File: src/rtl/getir_pkg.sv
// Shared definitions for the fetch-stage controller.
//   - state_e       : controller states (IDLE / REQ / WAIT)
//   - fetch_entry_t : one instruction-buffer entry {pc, instruction}
//   - INST_W/ADDR_W : datapath widths
//   - RESET_PC_DEF  : default PC after reset
//   - PC_INC        : sequential fetch stride in bytes
package getir_pkg;

  localparam int unsigned INST_W = 32;
  localparam int unsigned ADDR_W = 32;

  localparam logic [ADDR_W-1:0] RESET_PC_DEF = 32'h0000_0000;
  localparam logic [ADDR_W-1:0] PC_INC       = 32'd4;

  typedef enum logic [1:0] {
    ST_IDLE = 2'd0,
    ST_REQ  = 2'd1,
    ST_WAIT = 2'd2
  } state_e;

  typedef struct packed {
    logic [ADDR_W-1:0] pc;
    logic [INST_W-1:0] inst;
  } fetch_entry_t;

endpackage

File: src/rtl/getir_fifo.sv
// Synchronous instruction buffer between fetch and decode.
// Ports:
//   clk_i, rst_i   : clock, asynchronous active-high reset
//   flush_i        : drop all entries (wins over push/pop in the same cycle)
//   push_i         : write push_data_i (accepted when not full, or when
//                    full and a pop happens in the same cycle)
//   push_data_i    : {pc, instruction} entry
//   pop_i          : remove the head entry (ignored when empty)
//   head_o         : head entry, valid whenever count_o != 0
//   count_o        : number of stored entries, 0..DEPTH
module getir_fifo
  import getir_pkg::*;
#(
  parameter int unsigned DEPTH = 2
) (
  input  logic                       clk_i,
  input  logic                       rst_i,
  input  logic                       flush_i,
  input  logic                       push_i,
  input  fetch_entry_t               push_data_i,
  input  logic                       pop_i,
  output fetch_entry_t               head_o,
  output logic [$clog2(DEPTH):0]     count_o
);

  localparam int unsigned PTR_W = $clog2(DEPTH);
  localparam int unsigned CNT_W = PTR_W + 1;

  fetch_entry_t       mem_q [DEPTH];
  logic [PTR_W-1:0]   rd_ptr_q;
  logic [PTR_W-1:0]   wr_ptr_q;
  logic [CNT_W-1:0]   count_q;

  logic full;
  logic empty;
  logic do_pop;
  logic do_push;

  assign full    = (count_q == CNT_W'(DEPTH));
  assign empty   = (count_q == '0);
  assign do_pop  = pop_i & ~empty;
  // A full buffer still takes a write when the head leaves in the same cycle.
  assign do_push = push_i & (~full | do_pop);

  // Pointers wrap naturally because DEPTH is a power of two.
  // NOTE: sequential state uses non-blocking assignments so every register
  // samples pre-edge values regardless of block evaluation order.
  always_ff @(posedge clk_i or posedge rst_i) begin
    if (rst_i) begin
      rd_ptr_q <= '0;
      wr_ptr_q <= '0;
      count_q  <= '0;
    end else if (flush_i) begin
      rd_ptr_q <= '0;
      wr_ptr_q <= '0;
      count_q  <= '0;
    end else begin
      if (do_push) wr_ptr_q <= wr_ptr_q + 1'b1;
      if (do_pop)  rd_ptr_q <= rd_ptr_q + 1'b1;
      count_q <= count_q + CNT_W'(do_push) - CNT_W'(do_pop);
    end
  end

  // NOTE: storage has no reset; the count gates validity, and the top masks
  // the head outputs to zero while the buffer is empty.
  always_ff @(posedge clk_i) begin
    if (do_push && !flush_i) begin
      mem_q[wr_ptr_q] <= push_data_i;
    end
  end

  assign head_o  = mem_q[rd_ptr_q];
  assign count_o = count_q;

endmodule

File: src/rtl/getir_denetleyici.sv
// Fetch-stage controller: sequences the PC, runs the single-outstanding
// instruction-memory handshake and buffers fetched words toward decode.
// Ports:
//   clk_i, rst_i        : clock, asynchronous active-high reset
//   redirect_i          : branch/jump taken; flushes and loads redirect_pc_i
//   redirect_pc_i       : redirect target (low two bits forced to zero)
//   imem_req_o          : request valid (registered, high only in REQ)
//   imem_addr_o         : request address (current PC)
//   imem_gnt_i          : memory accepted the request this cycle
//   imem_rvalid_i       : read data valid
//   imem_rdata_i        : instruction word
//   inst_valid_o        : buffer head valid toward decode
//   inst_o, inst_pc_o   : buffer head instruction and its PC (zero when empty)
//   inst_ready_i        : decode accepts the head this cycle
module getir_denetleyici
  import getir_pkg::*;
#(
  parameter logic [ADDR_W-1:0] RESET_PC   = RESET_PC_DEF,
  parameter int unsigned       FIFO_DEPTH = 2
) (
  input  logic              clk_i,
  input  logic              rst_i,
  input  logic              redirect_i,
  input  logic [ADDR_W-1:0] redirect_pc_i,
  output logic              imem_req_o,
  output logic [ADDR_W-1:0] imem_addr_o,
  input  logic              imem_gnt_i,
  input  logic              imem_rvalid_i,
  input  logic [INST_W-1:0] imem_rdata_i,
  output logic              inst_valid_o,
  output logic [INST_W-1:0] inst_o,
  output logic [ADDR_W-1:0] inst_pc_o,
  input  logic              inst_ready_i
);

  localparam int unsigned CNT_W = $clog2(FIFO_DEPTH) + 1;

  state_e            state_q;
  logic [ADDR_W-1:0] pc_q;
  logic [ADDR_W-1:0] req_pc_q;   // PC of the request currently outstanding
  logic              drop_q;     // outstanding response belongs to a flushed path
  logic              req_q;

  logic [CNT_W-1:0]  fifo_count;
  logic [CNT_W-1:0]  count_next;
  fetch_entry_t      fifo_head;
  fetch_entry_t      push_entry;
  logic              rsp_fire;
  logic              push;
  logic              pop;
  logic              free_now;
  logic              free_after;
  logic [ADDR_W-1:0] redirect_pc;
  logic              unused_redirect_lsbs;

  assign redirect_pc          = {redirect_pc_i[ADDR_W-1:2], 2'b00};
  assign unused_redirect_lsbs = ^redirect_pc_i[1:0];

  assign rsp_fire = (state_q == ST_WAIT) & imem_rvalid_i;
  // A redirect discards both the arriving response and the decode pop.
  assign push     = rsp_fire & ~drop_q & ~redirect_i;
  assign pop      = inst_valid_o & inst_ready_i & ~redirect_i;

  assign count_next = fifo_count + CNT_W'(push) - CNT_W'(pop);
  // Nothing is outstanding in IDLE, nor in WAIT once the response has landed,
  // so the free-space test reduces to comparing the buffer count alone.
  assign free_now   = (fifo_count < CNT_W'(FIFO_DEPTH));
  assign free_after = (count_next < CNT_W'(FIFO_DEPTH));

  assign push_entry = '{pc: req_pc_q, inst: imem_rdata_i};

  getir_fifo #(
    .DEPTH (FIFO_DEPTH)
  ) u_fifo (
    .clk_i       (clk_i),
    .rst_i       (rst_i),
    .flush_i     (redirect_i),
    .push_i      (push),
    .push_data_i (push_entry),
    .pop_i       (pop),
    .head_o      (fifo_head),
    .count_o     (fifo_count)
  );

  // Controller FSM. req_q is updated together with the state so that
  // imem_req_o is a flop output that equals (state == REQ).
  always_ff @(posedge clk_i or posedge rst_i) begin
    if (rst_i) begin
      state_q  <= ST_IDLE;
      pc_q     <= RESET_PC;
      req_pc_q <= '0;
      drop_q   <= 1'b0;
      req_q    <= 1'b0;
    end else if (redirect_i) begin
      pc_q <= redirect_pc;
      unique case (state_q)
        ST_IDLE: begin
          state_q <= ST_REQ;
          req_q   <= 1'b1;
        end
        ST_REQ: begin
          if (imem_gnt_i) begin
            // The old-path request is already on its way; mark it to be dropped.
            req_pc_q <= pc_q;
            drop_q   <= 1'b1;
            state_q  <= ST_WAIT;
            req_q    <= 1'b0;
          end
        end
        ST_WAIT: begin
          if (imem_rvalid_i) begin
            drop_q  <= 1'b0;
            state_q <= ST_REQ;
            req_q   <= 1'b1;
          end else begin
            drop_q  <= 1'b1;
          end
        end
        default: begin
          state_q <= ST_IDLE;
          req_q   <= 1'b0;
        end
      endcase
    end else begin
      unique case (state_q)
        ST_IDLE: begin
          if (free_now) begin
            state_q <= ST_REQ;
            req_q   <= 1'b1;
          end
        end
        ST_REQ: begin
          if (imem_gnt_i) begin
            pc_q     <= pc_q + PC_INC;
            req_pc_q <= pc_q;
            state_q  <= ST_WAIT;
            req_q    <= 1'b0;
          end
        end
        ST_WAIT: begin
          if (imem_rvalid_i) begin
            drop_q <= 1'b0;
            if (free_after) begin
              state_q <= ST_REQ;
              req_q   <= 1'b1;
            end else begin
              state_q <= ST_IDLE;
              req_q   <= 1'b0;
            end
          end
        end
        default: begin
          state_q <= ST_IDLE;
          req_q   <= 1'b0;
        end
      endcase
    end
  end

  assign imem_req_o   = req_q;
  assign imem_addr_o  = pc_q;
  assign inst_valid_o = (fifo_count != '0);
  assign inst_o       = inst_valid_o ? fifo_head.inst : '0;
  assign inst_pc_o    = inst_valid_o ? fifo_head.pc   : '0;

endmodule

File: config.mk
export PLATFORM = sky130hd
export DESIGN_NAME = getir_denetleyici
export DESIGN_NICKNAME = d
export VERILOG_FILES = /design/src/rtl/getir_pkg.sv /design/src/rtl/getir_fifo.sv /design/src/rtl/getir_denetleyici.sv
export SDC_FILE = /design/constraint.sdc
export NUM_CORES = 1
export LEC_CHECK = 0
export ABC_AREA = 0
export CORE_MARGIN = 1
export CORE_UTILIZATION = 40
export DETAILED_ROUTE_END_ITERATION = 8
export PLACE_DENSITY = 0.65
export SETUP_SLACK_MARGIN = 0.02
export SKIP_CTS_REPAIR_TIMING = 1
export SLEW_MARGIN = 20
export SYNTH_ARGS = -nofsm -noshare
export SYNTH_HDL_FRONTEND = slang
export SYNTH_SLANG_ARGS = --single-unit
export TNS_END_PERCENT = 30
File: constraint.sdc
create_clock -name clk_i -period 5 [get_ports clk_i]
set_clock_uncertainty 0.2 [all_clocks]
set_input_delay 1 -clock clk_i [delete_from_list [all_inputs] [get_ports clk_i]]
set_output_delay 1 -clock clk_i [all_outputs]
set_load 0.03 [all_outputs]
Word level (Yosys, flattened, before mapping):

Memory sizes are Yosys's and may differ from the RTL's.
Index checks and enable logic that the tools add are counted.

* output and inout bits: 98
* memories: 1
* input bits: 70
* memory bits (writable): 128
* register bits: 72
* logic and storage cells: 86

Memory list
* u_fifo.mem_q: depth 2, bits a word 64, read ports 1, clocked after Yosys merged registers in 0, wr ports 1, line getir_fifo.sv:29 `fetch_entry_t mem_q [DEPTH];`

* equal/unequal tests: 6
* bitwise operators: 12
* muxes and demuxes: 34
* magnitude comparators: 2
* $add $sub $neg: 7
* reduce and logical (&&, ||, !) cells: 16

Operators by type and width (count)
* 2-to-1 mux 32 bit: 5
* adder 32 x 3 -> 32 bit (second input constant): 1
* 2-to-1 mux 1 bit: 18
* nonzero test 2 bit: 8
* 2-to-1 mux 2 bit: 6
* one-hot mux 2 bit (3 select lines): 2
* bitwise AND 1 bit: 7
* inequality test 3 bit (second input constant): 2
* one-hot mux 1 bit (3 select lines): 2
* AND reduction 2 bit: 3
* adder 2 x 1 -> 2 bit: 2
* == test 2 bit (second input constant): 2
* zero test 2 bit: 2
* less-than comparator 2 bit (second input constant): 2
* inverter 1 bit: 4
* AND reduction 4 bit: 1
* subtractor 2 x 1 -> 2 bit: 2
* adder 1 bit (second input constant): 2
* == test 2 x 1 -> 1 bit (second input constant): 1
* inequality test 2 bit (second input constant): 1
* one-hot mux 1 bit (2 select lines): 1
* logical AND 1 bit: 1
* zero test 1 bit: 1
* bitwise OR 1 bit: 1

Depth between registers and ports, before layout:

Gate-level depths: netlist (run 1).

* depth after elaboration: 11
* depth in mapped cells: 10
* gate-level depth less buffers: 10

By module:

A second synthesis (run 1) with hierarchy kept.

* cell total of the unflattened synthesis: 627
* area, all modules: 8548.2 um2

Modules (own cells, without submodules)
* getir_fifo: cells each 221, area an instance 4874.7 um2, instances 1, seq. area each 3943.8 um2
* getir_denetleyici: cells each 406, area an instance 3673.5 um2, instances 1, seq. area each 1601.5 um2

Worst setup path after synthesis (run 1):

No wires, ideal clock.

* path type: input to register
* from: in redirect_i
* to: mem u_fifo.mem_q[0][0] in the netlist's numbering, enable pin
* slack: -0.113 ns
* arrival: 4.422 ns
* library setup time: 0.491 ns
* buffers on the path: 0
* stages on the path: 3
* data required time: 4.309 ns
* cell sequence: nand2b_1 > nor4_1 > nor2b_1

* cells in the longest elaborated chain, start to end: 8
* elaborated cells on any way between the ends: 10
* classes of those cells: mux (2); bitwise (6); reduce/logical (2)

RTL lines
* start, declared: line getir_denetleyici.sv:23 `input logic redirect_i,`
* inverter 1 bit: line getir_denetleyici.sv:61, getir_denetleyici.sv:62
* bitwise AND 1 bit: line getir_denetleyici.sv:62 `assign pop = inst_valid_o & inst_ready_i & ~redirect_i;`
* bitwise AND 1 bit: line getir_fifo.sv:41 `assign do_pop = pop_i & ~empty;`
* bitwise OR 1 bit: line getir_fifo.sv:43 `assign do_push = push_i & (~full | do_pop);`
* bitwise AND 1 bit: line getir_fifo.sv:43
* logical AND 1 bit (*): line getir_fifo.sv:67 `if (do_push && !flush_i) begin`
* 2-to-1 mux 1 bit (*): line getir_fifo.sv:67
* 2-to-1 mux 1 bit (implied by the code) (*): line getir_fifo.sv:68 `mem_q[wr_ptr_q] <= push_data_i;`
* end, declared: line getir_fifo.sv:29

Mark *: on every way between the ends. The rest lies on a longest branch, timed or not.

Worst setup path after layout (run 1):

* from: reg u_fifo.count_q[0], in the netlist u_fifo.count_o[0]
* to: out inst_pc_o[14]

* cells in the longest elaborated chain, start to end: 2

RTL lines
* start, declared: line getir_fifo.sv:32 `logic [CNT_W-1:0] count_q;`
* start signal, assigned: line getir_fifo.sv:60 `count_q <= count_q + CNT_W'(do_push) - CNT_W'(do_pop);`
* nonzero test 2 bit: line getir_denetleyici.sv:162 `assign inst_valid_o = (fifo_count != '0);`
* 2-to-1 mux 32 bit: line getir_denetleyici.sv:164 `assign inst_pc_o = inst_valid_o ? fifo_head.pc : '0;`
* end, declared: line getir_denetleyici.sv:32 `output logic [ADDR_W-1:0] inst_pc_o,`

Every way passes these cells.

==> results.md, run 1 <==
- Synth warnings: 0
- Worst-path maximum fanout: 28
- Max_slew headroom: between 20 and 30%
- DRC: 0
- Yosys cell types: 41
- Peak Freq: ~0.26 GHz
- Status: finished, final reports clean
- Pwr dens: just under 400 nW/um2
- Mux contribution to synthesized area: ~12%
- RSZ-0062 raised after global routing: no
- Worst min path class: register to register
- Fraction of layout cells with a size suffix above 1: a little over a tenth
- Post-synthesis compound-gate area fraction: 2.45%
- Max-Cap Viols: 0
- Met3 wire length: ~1100 um
- Xor and xnor area share after synthesis: under 10%
- Io pins: between 150 and 200
- WP data required: 3.80 ns
- Vias per cell: between 4 and 5
- CTS clock-pin slew for the worst setup and hold paths: roughly 0.07 ns
- Tot GR Track Use: 17.4%
- EDFF count, synth: around 120
- Routed len/inst: about 17 um
- Endpoints failing hold: 0
- Routability Congestion: about 0.77
- Asr flop ratio synth: a little over a third
- Synth Instances: a little under 600
- Fin crit share: about 77%
- Die span in y: 143 um
- Area of the die: a little over 20000 um2
- Clk sinks: 192
- Largest family of logic cells by synthesized area: multiplexers
- Critical Path AT: 2.66 ns
- Initial Util: between 40% and 50%
- Gr ovfl total: 0
- Adder-cell area share of the yosys netlist: less than 1%
- # rows: slightly above 50
- Top routing layer in use: met4
- Slew Viols, Final: 0
- Ant diodes: 0
- Via Count: ~5000
- Startpoint types: register
- First-pass DRT Iterations: 4
- Largest net degree at the start of global routing: 66
- DRT met1 WL: between 7000 and 8000 um
- DP Wirelength: around 11000 um
- Leakage power: 3.66 nW
- Syn avg cell area: between 10 and 15 um2
- Horiz. Die Dim: between 100 and 150 um
- CTS buffer count: 17
- Util after Layout: between 50% and 60%
- First-pass GRT wire length: about 26000 um
- PortBufs: roughly 160
- Clock Path Buffers: 2
- Min cycle time layout: just under 4 ns
- Core area: a little under 20000 um2
- Flops & latches, synth: ~190
- CTS tree: yes
- ANT nets after route: 0
- Final wirelength: roughly 17000 um
- DR WL met2: around 8100 um
- Clock root cell: clkbuf_16
- Initial DRC Count: ~190
- Peak VDD IR: around 310 uV
- Nets: slightly above 800
- Initial antenna violation count: 0
- Final setup TNS: 0 ns
- Synth Cell Area: ~8000 um2
- Vias in the first global route: ~5100
- Worst Setup End Kind: output port
- WS Path Type: register to output port
- Synth Flop Type: edfxtp_1
- H-tree depth: 4
- Layout area overhead: 30.8%
- Register area share after synthesis: 68.1%
- Worst-Margin Slew: 1.06 ns
- Reg-to-reg setup timing slack: between 2 and 2.5 ns
- Simple-gate share of the synthesized area: about a tenth
- Clk_lat worst skew: ~0.43 ns
- Finish-stage setup viols: 0
routing by layer:
layer  track usage (%)  vias to the layer above
li1                  -                     2370
met5                 0                        -
met3              4.36                       21
met4              6.85                        0
met2              28.6                      160
met1              22.1                     2435
power breakdown:
part | leakage, nW | total [W] | internal [W] | switching [W]
logic | 1.44 | 0.000726 | 0.000356 | 0.000371
registers | 1.95 | 0.00211 | 0.00194 | 0.000168
clock network | 0.268 | 0.00129 | 0.000708 | 0.000578
flip-flops by register name, indices dropped and copies added, names as in the netlist:
register,cells
state_q,2
req_pc_q,30
imem_req_o,1
u_fifo.mem_q,124
drop_q,1
imem_addr_o,30
u_fifo.count_o,2
u_fifo.wr_ptr_q,1
u_fifo.rd_ptr_q,1
critical path: stages (launching register included):
cell and delay, ns:
dfrtp_1 0.44, nor2_4 0.61, buf_4 0.43, nor2_1 0.12, clkdlybuf4s50_1 0.62
stage by stage:
stage	power (W)	worst slack [ns]	instances	hold slack [ns]	cell area [um2]
2_1_floorplan	0.00257	1.06	581	0.237	7980
3_3_place_gp	0.00285	1.16	984	0.246	9860
3_5_place_dp	0.00288	1.07	984	0.254	9860
4_1_cts	0.00416	1.07	1016	0.269	10400
5_1_grt	0.00431	0.969	1016	0.280	10400
6_report	0.00412	1.14	1016	0.264	10400
cells in the mapped netlist, types with 2 or more instances:
master | n | share of area, %
o21ai_0 | 24 | 1.5
buf_4 | 4 | 0.38
nand4_1 | 15 | 1.2
mux2_2 | 31 | 4.4
nor3_1 | 4 | 0.25
nand2b_1 | 3 | 0.24
buf_1 | 8 | 0.38
nor4_1 | 3 | 0.24
ha_1 | 4 | 0.63
nand3_1 | 10 | 0.63
nor2b_1 | 2 | 0.16
mux2i_1 | 63 | 7.9
xnor2_1 | 11 | 1.2
nor2_1 | 76 | 3.6
edfxtp_1 | 124 | 47
dfrtp_1 | 68 | 21
o21ai_1 | 6 | 0.38
nor3_2 | 2 | 0.25
xor2_1 | 23 | 2.5
and2_1 | 3 | 0.24
o31ai_1 | 2 | 0.19
inv_1 | 11 | 0.52
nand2_1 | 44 | 2.1
and3_1 | 4 | 0.31
clkbuf_1 | 16 | 0.75
buf_2 | 2 | 0.13
cells by family (layout without fill, tap and decap cells):
| kind of cell | Yosys count | count (layout) |
|---|---|---|
| AO/OA/AOI/OAI | 36 | 36 |
| XOR/XNOR | 34 | 34 |
| adder cells (fa/ha/maj) | 4 | 4 |
| buffers and inverters | 42 | 212 |
| flip-flops | 192 | 192 |
| multiplexers | 94 | 94 |
| other | 1 | 4 |
| AND/OR/NAND/NOR | 175 | 175 |
path summary, 6_finish.rpt:
kind,startpoint,endpoint,cells after the start
setup / recovery,u_fifo.count_o[0],inst_pc_o[14],4
hold / removal,req_pc_q[19],u_fifo.mem_q[0][51],0
setup reg to reg,u_fifo.count_o[0],state_q[0],9
hold reg to reg,req_pc_q[19],u_fifo.mem_q[0][51],0
max in group asynchronous,rst_i,imem_addr_o[20],3
min in group asynchronous,rst_i,imem_addr_o[27],2
cells in the final DEF, fill, tap and decap left out, types with 2 or more instances in the layout:
cell             instances
and2_1                   2
and3_1                   4
buf_4                    8
clkbuf_1                 4
clkbuf_16               17
clkdlybuf4s50_1        160
clkinv_4                 2
clkinvlp_4               2
conb_1                   4
dfrtp_1                 67
edfxtp_1               124
ha_1                     4
inv_1                   10
inv_6                    2
mux2_2                  31
mux2i_1                 63
nand2_1                 44
nand2b_1                 3
nand3_1                 10
nand4_1                 15
nor2_1                  75
nor3_1                   4
nor3_2                   2
nor4_1                   3
o21ai_0                 24
o21ai_1                  6
o31ai_1                  2
xnor2_1                 11
xor2_1                  23
layout make-up:
type                            count  area [um2]
Clock buffer                       22         454
Clock inverter                     10         103
Fill cell                        1618        9050
Inverter                           11        41.3
Multi-Input combinational cell    347        2390
Sequential cell                   192        5430
Tap cell                          265         332
Timing Repair Buffer              169        1670
No activity file was read; power rests on OpenSTA's default activity.
==> run 2, diff against run 1 <==
--- a/config.mk
+++ b/config.mk
@@ -9,7 +9,7 @@
 export CORE_MARGIN = 1
 export CORE_UTILIZATION = 40
 export DETAILED_ROUTE_END_ITERATION = 8
-export PLACE_DENSITY = 0.65
+export PLACE_DENSITY = 0.68
 export SETUP_SLACK_MARGIN = 0.02
 export SKIP_CTS_REPAIR_TIMING = 1
 export SLEW_MARGIN = 20
==> constraint.sdc (replaced) <==
create_clock -name clk_i -period 3.5 [get_ports clk_i]
set_clock_uncertainty 0.2 [all_clocks]
set_input_delay 0.7 -clock clk_i [delete_from_list [all_inputs] [get_ports clk_i]]
set_output_delay 0.7 -clock clk_i [all_outputs]
set_load 0.03 [all_outputs]
==> results.md, run 2 (same netlist as run 1, synthesis figures left out) <==
- Nets: around 820
- Peak Freq: between 0.3 and 0.4 GHz
- Pwr dens: about 570 nW/um2
- Slew Viols, Final: 0
- Grt met1 use: between 20% and 30%
- R2R Path End: state_q[0]
- Horiz. Die Dim: roughly 140 um
- Initial DRC Count: between 200 and 250
- Tot GR Track Use: roughly 17%
- Post-route cell area: ~11000 um2
- RSZ-0062 raised after global routing: no
- Psw: between 0.0015 and 0.002 W
- Worst Hold End: u_fifo.mem_q[0][61]
- Busiest grt layer: met2
- First-pass DRT Iterations: 4
- Startpoint types: register
- Worst min path class: register to register
- Util after Layout: between 50% and 60%
- CTS buffer count: 17
- Core area: roughly 20000 um2
- Vias per cell: roughly 5
- Worst slack, placed: about 0.48 ns
- Clock root cell: clkbuf_16
- Largest net degree at the start of global routing: 63
- Part of the power in registers: 50.2%
- Min cycle time layout: 3.32 ns
- Fraction of layout cells with a size suffix above 1: approximately 12%
- First-pass GRT wire length: between 20000 and 30000 um
- Max_slew headroom: 55.6%
- Worst-Margin Slew: around 0.67 ns
- DRC: 0
- Via Count: ~5100
- R2r worst-path depth: 9
- Switching share of total power: between 20% and 30%
- Routability Congestion: 0.770
- Area of the die: roughly 20000 um2
- Logic pwr share: 17.7%
- P_int: 0.00431 W
- Critical Path AT: roughly 2.4 ns
- Initial antenna violation count: 0
- Max-Cap Viols: 0
- Clock Path Buffers: 2
- Layout area overhead: 32.6%
- Met3 Track Usage GR: roughly 4.8%
- Peak VDD IR: 324 uV
- Commonest non-fill, non-tap cell in the layout: clkdlybuf4s50_1
- Hold Path Cell Cnt: 0
- R2r startpoint: u_fifo.count_o[0]
- # rows: 51
- Largest Register: u_fifo.mem_q
- Fin crit share: 94.8%
- Final setup margin: around 0.18 ns
- Reg-to-reg setup timing slack: 1.06 ns
- Status: finished, final reports clean
- PortBufs: approximately 160
- CTS clock-pin slew for the worst setup and hold paths: around 0.080 ns
- CTS tree: yes
- CP startpoint: u_fifo.rd_ptr_q
- Met2 GRT Util: ~29%
- Worst-path maximum fanout: 21
- Gr ovfl total: 0
- Final setup TNS: 0 ns
- Endpoints failing hold: 0
- ANT nets after route: 0
- Io pins: between 150 and 200
- Worst min-delay path startpoint: req_pc_q[29]
- Final wirelength: between 15000 and 20000 um
- Finish-stage setup viols: 0
- Leakage power: 3.73 nW
- Die span in y: roughly 140 um
- Ant diodes: 0
- Clk_lat worst skew: between 0.4 and 0.5 ns
- WP data required: between 2 and 3 ns
- Highest-count cells in the layout ignoring fill and taps: clkdlybuf4s50_1, edfxtp_1, nor2_1, dfrtp_1, mux2i_1
- H-tree depth: 4
- Initial Util: 40.9%
- Clock share of power: 32.1%
- Routed len/inst: roughly 17 um
- Max reg flops: 124
- Worst Setup End Kind: output port
- Clk sinks: 192
- WS Path Type: register to output port
- Post-DP Area: 9960 um2
- Vias in the first global route: 5118
- DP Wirelength: around 11000 um
run 2: how the worst max path moves through the flow:
stage / slack, ns / depth (start not counted) / end
6_report: 0.18 / 4 / inst_pc_o[27]
5_1_grt: 0.07 / 4 / inst_pc_o[27]
4_1_cts: 0.16 / 4 / inst_pc_o[27]
3_5_place_dp: 0.48 / 7 / imem_addr_o[26]
3_3_place_gp: 0.53 / 7 / imem_addr_o[26]
2_1_floorplan: 0.03 / 3 / u_fifo.mem_q[1][0]
run 2: metal layers:
metal	routed length, um	up-vias
li1	-	2387
met1	7670	2520
met2	8350	168
met3	962	12
met4	180	0
met5	0	-
run 2: cell type report:
cell class                      instances  area, um2
Inverter                               11       41.3
Multi-Input combinational cell        347       2390
Fill cell                            1630       8900
Timing Repair Buffer                  176       1770
Tap cell                              265        332
Clock inverter                         15        171
Sequential cell                       192       5430
Clock buffer                           17        425
run 2: power by group through the flow:
stage / clock (W) / combinational, W / sequential [W]
after global placement: 0 / 0.00104 / 0.00303
after global routing: 0.00206 / 0.00114 / 0.00305
after floorplan: 0 / 0.000627 / 0.00305
after CTS: 0.00197 / 0.00108 / 0.00301
final: 0.00193 / 0.00106 / 0.00301
after detailed placement: 0 / 0.00107 / 0.00306
run 2: through the flow:
stage	total power, W	cells	hold WS (ns)
final	0.00600	1023	0.267
after global routing	0.00625	1023	0.290
after CTS	0.00606	1023	0.270
after detailed placement	0.00413	991	0.256
after global placement	0.00408	991	0.247
after floorplan	0.00367	581	0.237
run 2: critical path: stages (launching register included):
cell             delay (ns)
dfrtp_4                0.67
buf_4                  0.37
mux2i_1                0.12
nor2_1                 0.12
clkdlybuf4s50_1        0.70
==> run 3, diff against run 2 <==
--- a/config.mk
+++ b/config.mk
@@ -6,6 +6,7 @@
 export NUM_CORES = 1
 export LEC_CHECK = 0
 export ABC_AREA = 0
+export ABC_CLOCK_PERIOD_IN_PS = 3500
 export CORE_MARGIN = 1
 export CORE_UTILIZATION = 40
 export DETAILED_ROUTE_END_ITERATION = 8
==> results of run 3 <==
No change in the layout: final DEF, timing and power equal those of run 2.
